### config.mk
export PLATFORM = sky130hd
export DESIGN_NAME = spi_flash_responder
export DESIGN_NICKNAME = d
export VERILOG_FILES = /design/src/rtl/spi_flash_pkg.sv /design/src/rtl/spi_flash_responder_sync.sv /design/src/rtl/spi_flash_responder.sv
export SDC_FILE = /design/constraint.sdc
export NUM_CORES = 1
export LEC_CHECK = 0
export ABC_CLOCK_PERIOD_IN_PS = 2300
export CORE_AREA = 5 5 93 138
export DETAILED_ROUTE_END_ITERATION = 16
export DIE_AREA = 0 0 98 143
export PLACE_DENSITY_LB_ADDON = 0.12
export SYNTH_ARGS = -nofsm -noshare
export SYNTH_HDL_FRONTEND = slang
export SYNTH_SLANG_ARGS = --single-unit
### constraint.sdc
create_clock -name clk -period 2.3 [get_ports clk]
set_input_delay 0.46 -clock clk [delete_from_list [all_inputs] [get_ports clk]]
set_output_delay 0.46 -clock clk [all_outputs]
set_load 0.05 [all_outputs]
### src/rtl/spi_flash_pkg.sv
// Shared definitions for the SPI-flash responder: command opcodes, FSM
// state encoding, data-byte source selector and the JEDEC byte picker.
package spi_flash_pkg;

    localparam int ADDR_W = 24;

    localparam logic [7:0] CMD_READ      = 8'h03;
    localparam logic [7:0] CMD_FAST_READ = 8'h0B;
    localparam logic [7:0] CMD_RDSR      = 8'h05;
    localparam logic [7:0] CMD_RDID      = 8'h9F;

    typedef enum logic [2:0] {
        ST_IDLE,
        ST_CMD,
        ST_ADDR,
        ST_DUMMY,
        ST_DATA,
        ST_IGNORE
    } spi_rsp_state_t;

    // Where the next outgoing data byte comes from.
    typedef enum logic [1:0] {
        SRC_MEM,
        SRC_STATUS,
        SRC_JEDEC
    } byte_src_t;

    // JEDEC ID bytes MSB first; anything past the third byte reads as 00h.
    function automatic logic [7:0] jedec_byte(input logic [23:0] id,
                                              input logic [1:0]  idx);
        case (idx)
            2'd0:    jedec_byte = id[23:16];
            2'd1:    jedec_byte = id[15:8];
            2'd2:    jedec_byte = id[7:0];
            default: jedec_byte = 8'h00;
        endcase
    endfunction

endpackage

### src/rtl/spi_flash_responder_sync.sv
// spi_in_sync: two-flop synchronizers for the asynchronous SPI pins plus
// ck edge detection.
//   clk, reset      : system clock, synchronous active-high reset
//   ck, cs, si      : raw SPI pins
//   cs_s, si_s      : synchronized chip select / data in
//   ck_rise, ck_fall: one-cycle strobes, registered, 3 clk after the pin edge
module spi_in_sync (
    input  logic clk,
    input  logic reset,
    input  logic ck,
    input  logic cs,
    input  logic si,
    output logic cs_s,
    output logic si_s,
    output logic ck_rise,
    output logic ck_fall
);

    // bit order {ck, cs, si}; idle pin levels are ck low, cs high
    logic [2:0] meta;
    logic [2:0] sync;
    logic       ck_d;

    always_ff @(posedge clk) begin
        if (reset) begin
            meta    <= 3'b010;
            sync    <= 3'b010;
            ck_d    <= 1'b0;
            ck_rise <= 1'b0;
            ck_fall <= 1'b0;
        end else begin
            meta    <= {ck, cs, si};
            sync    <= meta;
            ck_d    <= sync[2];
            ck_rise <= sync[2] & ~ck_d;
            ck_fall <= ~sync[2] & ck_d;
        end
    end

    assign cs_s = sync[1];
    assign si_s = sync[0];

endmodule

### src/rtl/spi_flash_responder.sv
// spi_flash_responder: SPI mode-0 flash target running entirely on clk.
// Decodes READ (03h), FAST READ (0Bh), READ STATUS (05h) and JEDEC ID (9Fh);
// read data is prefetched one byte ahead from a byte-wide memory port.
//   clk, reset                    : system clock, synchronous active-high reset
//   flash_ck/flash_cs/flash_si    : SPI pins from the master (asynchronous)
//   flash_so                      : SPI data out, 1 when not shifting data
//   mem_addr/mem_req              : read request, held until mem_ack
//   mem_data/mem_ack              : read data with one-cycle strobe
//   underrun                      : sticky, a data byte was due before its data
module spi_flash_responder
    import spi_flash_pkg::*;
#(
    parameter logic [23:0] JEDEC_ID = 24'hEF4016,
    parameter logic [7:0]  STATUS   = 8'h00
) (
    input  logic              clk,
    input  logic              reset,
    input  logic              flash_ck,
    input  logic              flash_cs,
    input  logic              flash_si,
    output logic              flash_so,
    output logic [ADDR_W-1:0] mem_addr,
    output logic              mem_req,
    input  logic [7:0]        mem_data,
    input  logic              mem_ack,
    output logic              underrun
);

    logic cs_s, si_s, ck_rise, ck_fall, cs_q;
    logic cs_rise, cs_fall;

    spi_in_sync u_sync (
        .clk     (clk),
        .reset   (reset),
        .ck      (flash_ck),
        .cs      (flash_cs),
        .si      (flash_si),
        .cs_s    (cs_s),
        .si_s    (si_s),
        .ck_rise (ck_rise),
        .ck_fall (ck_fall)
    );

    assign cs_rise = cs_s & ~cs_q;
    assign cs_fall = ~cs_s & cs_q;

    spi_rsp_state_t    state, state_n;
    logic [4:0]        bit_cnt;
    logic [6:0]        in_sr;      // command bits received so far
    logic [ADDR_W-2:0] addr_sr;    // address bits received so far
    logic              fast;
    byte_src_t         src;
    logic [1:0]        jedec_idx;
    logic [6:0]        out_sr;     // bits still to be shifted out
    logic              buf_valid;
    logic [7:0]        buf_data;
    logic              discard;    // outstanding request belongs to a dead transaction
    logic              want;       // request waiting for the dead one to be acked
    logic [ADDR_W-1:0] want_addr;

    logic [7:0]        cmd_byte;
    logic [ADDR_W-1:0] addr_word;
    logic [7:0]        ld_byte;
    logic              cnt_evt, cmd_done, addr_done, data_fall;

    assign cmd_byte  = {in_sr, si_s};
    assign addr_word = {addr_sr, si_s};

    always_ff @(posedge clk) begin
        if (reset) state <= ST_IDLE;
        else       state <= state_n;
    end

    // CS rise outranks any ck edge seen in the same cycle.
    always_comb begin
        state_n = state;
        if (state == ST_IDLE) begin
            if (cs_fall) state_n = ST_CMD;
        end else if (cs_rise) begin
            state_n = ST_IDLE;
        end else if (ck_rise) begin
            case (state)
                ST_CMD: if (bit_cnt == 5'd7) begin
                    case (cmd_byte)
                        CMD_READ, CMD_FAST_READ: state_n = ST_ADDR;
                        CMD_RDSR, CMD_RDID:      state_n = ST_DATA;
                        default:                 state_n = ST_IGNORE;
                    endcase
                end
                ST_ADDR:  if (bit_cnt == 5'd23) state_n = fast ? ST_DUMMY : ST_DATA;
                ST_DUMMY: if (bit_cnt == 5'd7)  state_n = ST_DATA;
                default: ;
            endcase
        end
    end

    always_comb begin
        ld_byte = 8'hFF;
        case (src)
            SRC_MEM:    if (buf_valid) ld_byte = buf_data;
            SRC_STATUS: ld_byte = STATUS;
            SRC_JEDEC:  ld_byte = jedec_byte(JEDEC_ID, jedec_idx);
            default: ;
        endcase
    end

    assign cnt_evt   = (ck_rise && (state == ST_CMD || state == ST_ADDR || state == ST_DUMMY))
                    || (ck_fall && state == ST_DATA);
    assign cmd_done  = state == ST_CMD  && ck_rise && bit_cnt == 5'd7  && !cs_rise;
    assign addr_done = state == ST_ADDR && ck_rise && bit_cnt == 5'd23 && !cs_rise;
    assign data_fall = state == ST_DATA && ck_fall && !cs_rise;

    always_ff @(posedge clk) begin
        if (reset) begin
            cs_q      <= 1'b1;
            bit_cnt   <= '0;
            in_sr     <= '0;
            addr_sr   <= '0;
            fast      <= 1'b0;
            src       <= SRC_MEM;
            jedec_idx <= '0;
            out_sr    <= '1;
            flash_so  <= 1'b1;
            mem_req   <= 1'b0;
            mem_addr  <= '0;
            buf_valid <= 1'b0;
            buf_data  <= '0;
            discard   <= 1'b0;
            want      <= 1'b0;
            want_addr <= '0;
            underrun  <= 1'b0;
        end else begin
            cs_q <= cs_s;

            // Memory handshake; later statements may override these.
            if (mem_req && mem_ack) begin
                mem_req <= 1'b0;
                if (discard) begin
                    discard <= 1'b0;
                end else begin
                    buf_data  <= mem_data;
                    buf_valid <= 1'b1;
                end
            end else if (want && !mem_req) begin
                mem_req  <= 1'b1;
                mem_addr <= want_addr;
                want     <= 1'b0;
            end

            if (state_n != state) bit_cnt <= '0;
            else if (cnt_evt)     bit_cnt <= bit_cnt + 5'd1;

            if (ck_rise) begin
                in_sr   <= {in_sr[5:0], si_s};
                addr_sr <= {addr_sr[ADDR_W-3:0], si_s};
            end

            if (state == ST_IDLE && cs_fall) underrun <= 1'b0;

            if (cmd_done) begin
                fast      <= (cmd_byte == CMD_FAST_READ);
                jedec_idx <= '0;
                if (cmd_byte == CMD_RDSR)      src <= SRC_STATUS;
                else if (cmd_byte == CMD_RDID) src <= SRC_JEDEC;
                else                           src <= SRC_MEM;
            end

            // An abandoned request may still be in flight; queue behind it.
            if (addr_done) begin
                if (mem_req) begin
                    want      <= 1'b1;
                    want_addr <= addr_word;
                end else begin
                    mem_req  <= 1'b1;
                    mem_addr <= addr_word;
                end
            end

            if (state != ST_DATA) begin
                flash_so <= 1'b1;
            end else if (data_fall) begin
                if (bit_cnt[2:0] == 3'd0) begin
                    out_sr   <= ld_byte[6:0];
                    flash_so <= ld_byte[7];
                    if (src == SRC_MEM) begin
                        if (buf_valid) begin
                            buf_valid <= 1'b0;
                            mem_addr  <= mem_addr + 24'd1;
                            mem_req   <= 1'b1;
                        end else begin
                            // keep the outstanding request; its data feeds the next byte
                            underrun <= 1'b1;
                        end
                    end
                    if (src == SRC_JEDEC && jedec_idx != 2'd3)
                        jedec_idx <= jedec_idx + 2'd1;
                end else begin
                    out_sr   <= {out_sr[5:0], 1'b1};
                    flash_so <= out_sr[6];
                end
            end

            if (cs_rise && state != ST_IDLE) begin
                flash_so  <= 1'b1;
                buf_valid <= 1'b0;
                want      <= 1'b0;
                discard   <= mem_req && !mem_ack;
            end
        end
    end

endmodule

==> results.py, run 1 <==
metrics = {
    "run_status": {
        "outcome": "complete, but fails checks",
        "violations": "negative setup slack",
    },
    "cells_and_area": {
        "areaGrowthSynthToFinish_pct": 26.7,
        "drive_above_1_share_pct": 15.5,
        "final_common_cell": "dfxtp_1",
        "final_cells": 937,
        "diodes": 0,
        "final_cell_mix": "dfxtp_1, nand2_1, nor2_1, a21oi_1, buf_4",
        "nNetsFinal": 797,
    },
    "routing": {
        "avgRoutedWirePerCell_um": 16.7,
        "first_iter_violations": 302,
        "dr_total_vias": 5397,
        "via_per_inst": 5.76,
        "dr.pass1.iters": 5,
        "drt-total-wl_um": 15600,
        "drc_errors": 0,
        "ant_nets": 0,
    },
    "timing": {
        "finalCriticalPeriod_ps": 2380,
        "final_max_slew_viol_count": 0,
        "timing.final.crit_share_pct": 103,
        "fin_skew_ps": 10.0,
        "fin_ws_ps": -79.5,
        "slew_headroom_pct": 59.4,
        "setup_violations": 3,
        "fmax_mhz": 420,
        "timing.final.hold_violations": 0,
        "rsz0062_at_grt": "yes",
        "worst_pin_slew_ps": 609,
    },
    "placed_design": {
        "place.gp.congestion": 0.879,
        "portBuffers": 40,
        "dp.cells": 899,
        "detailedPlacementHpwl_um": 10800,
        "dp_slack_ps": -121,
    },
    "floorplan": {
        "core_area_mm2": 0.0115,
        "initial_utilization_pct": 48.6,
        "die_w_um": 98,
        "row_count": 48,
        "die_h_um": 143,
        "die_area_mm2": 0.0140,
        "io_pins": 41,
    },
    "logic_synthesis": {
        "synth_seq_cells": 115,
        "synthCells": 711,
        "async_reset_ff_share_pct": 0,
        "ys_types": 65,
        "syn-cell-area_mm2": 0.00558,
        "yosysWarnings": 0,
        "ys_seq_area_share_pct": 41.3,
        "syn_avg_cell_area_um2": 7.85,
        "synthFlopType": "dfxtp_1",
        "syn-num-nets": 733,
        "synth_enable_flop_cells": 0,
    },
    "pwr": {
        "combPwrFrac_pct": 2.5,
        "powerDensity_mw_per_mm2": 637,
        "seqPwrFrac_pct": 44.6,
        "switching_share_pct": 21.7,
        "switchingPower_w": 0.000976,
        "p_leak_nw": 2.45,
        "p_int_w": 0.00353,
        "ir_worst_vdd_mv": 0.480,
        "p_clk_share_pct": 53.0,
    },
    "worst_setup_path": {
        "worstPathArrival_ps": 2650,
        "worstPathRequired_ps": 2570,
        "cp_top_family": "simple AND/OR/NAND/NOR gates",
        "crit_type": "reg2reg",
        "crit_top_cell": "or4b_4",
        "start_kind": "register",
        "critPathSlowestCell": "or4b_4",
        "crit_path_max_incr_delay_ps": 610,
        "crit_buf_inv": 1,
        "cp_max_fo": 6,
        "crit_chain": "inv_2, ha_4, or4b_4, or4b_4, nor2_1, and3_1, a22o_1, nor3_1",
        "worstSetupEndpointType": "register",
    },
    "clock_network": {
        "cts.clk_slew.worst_paths_ps": 50,
        "cts_made_buffers": 17,
        "worstSkewPairLatency_ps": 410,
        "clock-root-buffer": "clkbuf_16",
        "cts_sinks": 115,
        "tritoncts": "built",
        "cts_hold_buf": 0,
        "cts.path.max_buffers": 2,
        "cts_max_level": 4,
    },
    "global_routing": {
        "antenna_found_initial": 0,
        "grt_usage_pct": 22.2,
        "grt_max_degree": 56,
        "grt_pass1_wl_um": 25600,
        "grt_pass1_vias": 5226,
        "overflow": 0,
    },
    "job": {
        "drv_cap": 0,
    },
    "min_path": {
        "hp-class": "reg2reg",
    },
}
[power by group through the flow]
stage	clock network [W]	registers, W	logic [W]
floorplan	0	0.00205	0.0000635
global placement	0	0.00205	0.000105
CTS	0.00242	0.00201	0.000108
detailed placement	0	0.00205	0.000107
global route	0.00251	0.00201	0.000119
finish	0.00239	0.00201	0.000110
[layer usage]
metal,vias to the layer above,share of wire (%),wire length [um],global-route usage (%)
met5,-,0,0,0
met4,0,2.6,401,9.99
met3,32,4.0,623,4.25
met2,146,52,8160,40.4
met1,2570,41,6450,25.1
li1,2649,-,-,-
[per-stage QoR]
| step | hold slack, ps | power (W) | TNS (ps) | utilization [%] | instance area, um^2 |
|---|---|---|---|---|---|
| after floorplan | 383 | 0.00211 | 0 | - | 5580 |
| after global placement | 391 | 0.00215 | -139 | 55.4 | 6360 |
| after detailed placement | 407 | 0.00215 | -790 | 55.4 | 6360 |
| after CTS | 418 | 0.00453 | 0 | 60.4 | 6920 |
| after global routing | 427 | 0.00464 | -904 | 61.6 | 7070 |
| final | 412 | 0.00450 | -130 | 61.6 | 7070 |
[path summary, 6_finish.rpt]
path / start / to / slack (ps) / depth (start not counted)
setup / recovery: bit_cnt[1] / mem_addr[11] / -80 / 8
hold / removal: u_sync.sync[2] / u_sync.ck_fall / 410 / 1
setup reg to reg: bit_cnt[1] / mem_addr[11] / -80 / 8
hold reg to reg: u_sync.sync[2] / u_sync.ck_fall / 410 / 1
[timing repair]
item                                    4_1_cts  5_1_grt
gates resized for setup                       4       28
pin swaps                                     1       14
setup buffers                                 0        7
endpoints found under the setup margin       21       21
[cells in the mapped netlist (9+ instances only)]
library cell,instances,share of area (%)
nor2_1,81,5.4
dfxtp_1,115,41
nor4_1,9,1.0
mux2i_1,24,4.3
nor2b_1,13,1.5
nor3_1,19,1.7
clkbuf_1,40,2.7
nand3_1,23,2.1
or3_1,11,1.2
o21ai_0,34,3.0
nand2_1,96,6.5
a211oi_1,9,1.2
a21oi_1,76,6.8
inv_1,18,1.2
[cell families after synthesis]
family,share of synthesized area (%)
buffers and inverters,4.89
DFF,41.3
adders and majority gates,1.79
and+or+nand+nor,26.3
muxes,4.31
AOI/OAI and AO/OA,20.6
xor gates and xnor gates,0.785
[sequential cells by signal, indices dropped and copies added (netlist names), 5 cells and up]
signal,cells
buf_data,8
mem_addr,24
out_sr,7
bit_cnt,5
in_sr,6
want_addr,24
addr_sr,17
[final cells by class]
class	count	area, um^2
fillers	1052	4400
well taps	150	188
clock buffers	23	488
multi-input cells	527	3110
repair buffers	96	852
inverters	18	67.6
clock inverters	8	53.8
flip-flops and latches	115	2300
Power figures use the tool's default switching activity.
==> inputs of run 2 (changes only) <==
Settings changed: CORE_AREA 5 5 93 138 to 2 2 90 135, DIE_AREA 0 0 98 143 to 0 0 92 137.
==> results.py, run 2 (synthesis results as in run 1) <==
metrics = {
    "worst_setup_path": {
        "crit_type": "reg2reg",
        "worstPathRequired_ps": 2620,
        "start_kind": "register",
        "worstRegToRegCells": 8,
        "r2r-end": "mem_addr[18]",
        "cp_max_fo": 5,
        "r2r_setup_slack_ps": -60,
        "crit_chain": "inv_2, ha_4, or4b_1, or4b_4, nand2b_4, nor2_4, a211oi_2, a311oi_1",
        "critPathSlowestCell": "or4b_4",
        "worstPathArrival_ps": 2680,
        "worstSetupEndpointType": "register",
        "rr_startpoint": "bit_cnt[1]",
        "crit_path_max_incr_delay_ps": 610,
    },
    "clock_network": {
        "cts_hold_buf": 0,
        "worstSkewPairLatency_ps": 410,
        "cts.path.max_buffers": 2,
        "tritoncts": "built",
        "cts.clk_slew.worst_paths_ps": 60,
        "cts_made_buffers": 17,
        "cts_sinks": 115,
        "cts_max_level": 4,
        "clock-root-buffer": "clkbuf_16",
    },
    "timing": {
        "finalCriticalPeriod_ps": 2360,
        "rsz0062_at_grt": "yes",
        "slew_headroom_pct": 61.3,
        "final_max_slew_viol_count": 0,
        "hold-worst-slack_ps": 414,
        "timing.final.crit_share_pct": 103,
        "timing.final.hold_violations": 0,
        "worst_pin_slew_ps": 581,
        "setup_violations": 3,
        "fin_skew_ps": 10.0,
        "fin_ws_ps": -64.6,
        "fmax_mhz": 423,
    },
    "job": {
        "drv_cap": 0,
    },
    "cells_and_area": {
        "largestRegisters": "mem_addr x24, want_addr x24, addr_sr x17",
        "post-route-util_pct": 62.4,
        "diodes": 0,
        "nNetsFinal": 797,
        "final_common_cell": "dfxtp_1",
        "final_cell_mix": "dfxtp_1, nand2_1, nor2_1, a21oi_1, buf_4",
        "drive_above_1_share_pct": 15.9,
        "final_area_mm2": 0.00712,
        "areaGrowthSynthToFinish_pct": 27.6,
    },
    "routing": {
        "via_per_inst": 5.71,
        "ant_nets": 0,
        "dr.pass1.iters": 5,
        "first_iter_violations": 329,
        "avgRoutedWirePerCell_um": 16.0,
        "drc_errors": 0,
        "drt-total-wl_um": 15000,
        "dr_total_vias": 5352,
    },
    "pwr": {
        "switchingPower_w": 0.00101,
        "switching_share_pct": 22.0,
        "powerDensity_mw_per_mm2": 646,
        "seqPwrFrac_pct": 43.6,
        "p_int_w": 0.00359,
        "ir_worst_vdd_mv": 0.513,
        "power_w": 0.00460,
        "p_clk_share_pct": 53.9,
        "combPwrFrac_pct": 2.4,
        "p_leak_nw": 2.48,
    },
    "placed_design": {
        "portBuffers": 40,
        "detailedPlacementHpwl_um": 10600,
        "placed_cell_area_mm2": 0.00639,
        "dp_slack_ps": -126,
        "place.gp.congestion": 0.885,
    },
    "min_path": {
        "holdPathStages": 1,
        "min_to": "u_sync.ck_rise",
        "hp-class": "reg2reg",
        "hp-start": "u_sync.ck_d",
    },
    "floorplan": {
        "row_count": 48,
        "die_h_um": 137,
        "io_pins": 41,
        "die_w_um": 92,
        "die_area_mm2": 0.0126,
        "initial_utilization_pct": 48.9,
        "core_area_mm2": 0.0114,
    },
    "global_routing": {
        "overflow": 0,
        "grt_pass1_vias": 5079,
        "antenna_found_initial": 0,
        "grt_usage_pct": 24.4,
        "grt_pass1_wl_um": 24600,
        "grt_max_degree": 44,
    },
    "run_status": {
        "outcome": "complete, but fails checks",
        "violations": "negative setup slack",
    },
}
[run 2: critical path: cells and delay by family (launching register included)]
family                     cells  cell delay [ps]
DFF                            1              320
AOI/OAI and AO/OA              2              340
and+or+nand+nor                4             1410
buffers and inverters          1               70
adders and majority gates      1              130
[run 2: power groups by stage]
stage / registers (W) / logic (W) / clock network (W)
floorplan: 0.00205 / 0.0000635 / 0
global route: 0.00200 / 0.000120 / 0.00261
global placement: 0.00205 / 0.000108 / 0
detailed placement: 0.00205 / 0.000109 / 0
finish: 0.00201 / 0.000112 / 0.00248
CTS: 0.00201 / 0.000110 / 0.00251
[run 2: layer usage]
layer	global-route usage [%]	wire length, um	vias up
li1	-	-	2645
met1	28.7	6330	2531
met2	43.3	7760	147
met3	4.41	592	29
met4	10.9	345	0
met5	0	0	-
[run 2: area by class of cell]
type	count	area (um^2)
Fill cell	997	4290
Multi-Input combinational cell	527	3130
Sequential cell	115	2300
Timing Repair Buffer	96	861
Clock buffer	20	457
Tap cell	150	188
Clock inverter	12	109
Inverter	18	67.6
[run 2: what timing repair did]
item / 4_1_cts / 5_1_grt
endpoints found under the setup margin: 19 / 25
resized for setup: 6 / 27
buffers inserted: 0 / 4
pin swaps: 0 / 14
[run 2: worst max path at each step]
stage / depth (start not counted) / endpoint / from / slack, ps
floorplan: 7 / mem_addr[19] / mem_addr[4] / 50
CTS: 7 / mem_addr[14] / bit_cnt[1] / 3
finish: 8 / mem_addr[18] / bit_cnt[1] / -60
global placement: 9 / mem_addr[5] / bit_cnt[1] / -50
detailed placement: 8 / mem_addr[6] / bit_cnt[1] / -130
global route: 8 / mem_addr[18] / bit_cnt[1] / -110
[run 2: per-stage QoR]
step | setup TNS (ps) | cells
2_1_floorplan | 0 | 711
3_3_place_gp | -381 | 902
3_5_place_dp | -1340 | 902
4_1_cts | 0 | 934
5_1_grt | -476 | 938
6_report | -107 | 938
==> inputs of run 3 (changes only) <==
Settings changed: PLACE_DENSITY set to 0.71, PLACE_DENSITY_LB_ADDON 0.12 to unset.
==> results.py, run 3 (synthesis results as in run 1) <==
metrics = {
    "timing": {
        "worst_pin_slew_ps": 671,
        "hold-worst-slack_ps": 407,
        "final_max_slew_viol_count": 0,
        "rsz0062_at_grt": "yes",
        "setup_violations": 3,
        "timing.final.hold_violations": 0,
        "fin_ws_ps": -45.4,
        "finalCriticalPeriod_ps": 2350,
        "fmax_mhz": 426,
        "fin_skew_ps": 8.59,
        "timing.final.crit_share_pct": 102,
        "slew_headroom_pct": 55.3,
    },
    "min_path": {
        "hp-class": "reg2reg",
    },
    "worst_setup_path": {
        "worstPathArrival_ps": 2660,
        "crit_type": "reg2reg",
        "worstSetupEndpointType": "register",
        "cp_max_fo": 5,
        "start_kind": "register",
        "worstPathRequired_ps": 2610,
    },
    "global_routing": {
        "grt_max_degree": 63,
        "grt_pass1_vias": 5035,
        "antenna_found_initial": 0,
        "overflow": 0,
        "grt_pass1_wl_um": 23300,
        "grt_usage_pct": 23.1,
    },
    "pwr": {
        "ir_worst_vdd_mv": 0.560,
        "p_leak_nw": 2.50,
        "p_int_w": 0.00400,
        "powerDensity_mw_per_mm2": 697,
        "combPwrFrac_pct": 2.2,
        "switchingPower_w": 0.000976,
        "switching_share_pct": 19.6,
        "p_clk_share_pct": 57.5,
        "seqPwrFrac_pct": 40.3,
    },
    "placed_design": {
        "placed_cell_area_mm2": 0.00634,
        "dp.cells": 897,
        "place.gp.congestion": 0.883,
        "portBuffers": 40,
        "detailedPlacementHpwl_um": 10200,
    },
    "cells_and_area": {
        "diodes": 0,
        "final_common_cell": "dfxtp_1",
        "final_cell_mix": "dfxtp_1, nand2_1, nor2_1, a21oi_1, buf_4",
        "drive_above_1_share_pct": 14.9,
        "fillers": 983,
        "final_cells": 930,
        "nNetsFinal": 789,
        "areaGrowthSynthToFinish_pct": 27.8,
        "largestRegisters": "mem_addr x24, want_addr x24, addr_sr x17",
        "final_area_mm2": 0.00713,
    },
    "job": {
        "drv_cap": 0,
    },
    "floorplan": {
        "die_h_um": 137,
        "row_count": 48,
        "die_area_mm2": 0.0126,
        "core_area_mm2": 0.0114,
        "io_pins": 41,
        "die_w_um": 92,
        "initial_utilization_pct": 48.9,
    },
    "clock_network": {
        "cts_made_buffers": 17,
        "clock-root-buffer": "clkbuf_16",
        "worstSkewPairLatency_ps": 420,
        "cts_hold_buf": 0,
        "cts_max_level": 4,
        "tritoncts": "built",
        "cts.path.max_buffers": 2,
        "cts.clk_slew.worst_paths_ps": 60,
        "cts_sinks": 115,
    },
    "run_status": {
        "violations": "negative setup slack",
        "outcome": "complete, but fails checks",
    },
    "routing": {
        "avgRoutedWirePerCell_um": 15.8,
        "drc_errors": 0,
        "dr_total_vias": 5334,
        "dr.pass1.iters": 5,
        "via_per_inst": 5.74,
        "drt-total-wl_um": 14700,
        "first_iter_violations": 419,
        "ant_nets": 0,
    },
}
-- run 3: final cells by class --
class / count / area, um^2 / area share, %
repair buffers: 88 / 800 / 11.2
inverters: 18 / 67.6 / 0.948
well taps: 150 / 188 / 2.63
multi-input cells: 527 / 3120 / 43.8
clock buffers: 23 / 498 / 6.98
clock inverters: 9 / 149 / 2.09
flip-flops and latches: 115 / 2300 / 32.3
-- run 3: stage by stage --
stage	setup slack, ps	power (W)	util [%]	TNS, ps
6_report	-45.4	0.00497	62.5	-50.8
5_1_grt	-122	0.00509	62.5	-485
4_1_cts	-33.7	0.00499	61.3	-106
3_5_place_dp	-117	0.00215	55.6	-1010
3_3_place_gp	-39.7	0.00215	55.6	-56.5
2_1_floorplan	51.1	0.00211	-	0
-- run 3: worst max-delay path: stages (launching register included) --
cell	delay, ps
dfxtp_2	320
inv_2	70
ha_4	130
or4b_4	440
or4b_4	600
nand2b_4	220
nor2_4	120
a211oi_1	80
a311oi_1	260
-- run 3: per-layer routing --
metal  global-route usage [%]  share of wire (%)  vias to the layer above
met5                        0                  0                        -
met2                     42.5                 52                      154
met3                     4.90                4.1                       35
met1                     25.1                 41                     2515
met4                     11.0                2.3                        0
li1                         -                  -                     2630
-- run 3: repair_timing --
item,CTS,global route
pin swaps,0,11
resized for setup,3,32
buffers inserted,0,1
endpoints found under the setup margin,17,22
cloned,0,0
-- run 3: power by group through the flow --
stage | sequential [W] | combinational [W] | clock [W]
3_3_place_gp | 0.00205 | 0.000104 | 0
4_1_cts | 0.00201 | 0.000107 | 0.00288
5_1_grt | 0.00201 | 0.000117 | 0.00297
6_report | 0.00201 | 0.000109 | 0.00286
3_5_place_dp | 0.00205 | 0.000105 | 0
2_1_floorplan | 0.00205 | 0.0000635 | 0
-- run 3: worst paths after layout --
kind	depth (start not counted)	startpoint	end	slack (ps)
worst max-delay path	8	bit_cnt[1]	mem_addr[18]	-50
worst min-delay path	1	u_sync.ck_d	u_sync.ck_rise	410
worst max register to register	8	bit_cnt[1]	mem_addr[18]	-50
worst min register to register	1	u_sync.ck_d	u_sync.ck_rise	410
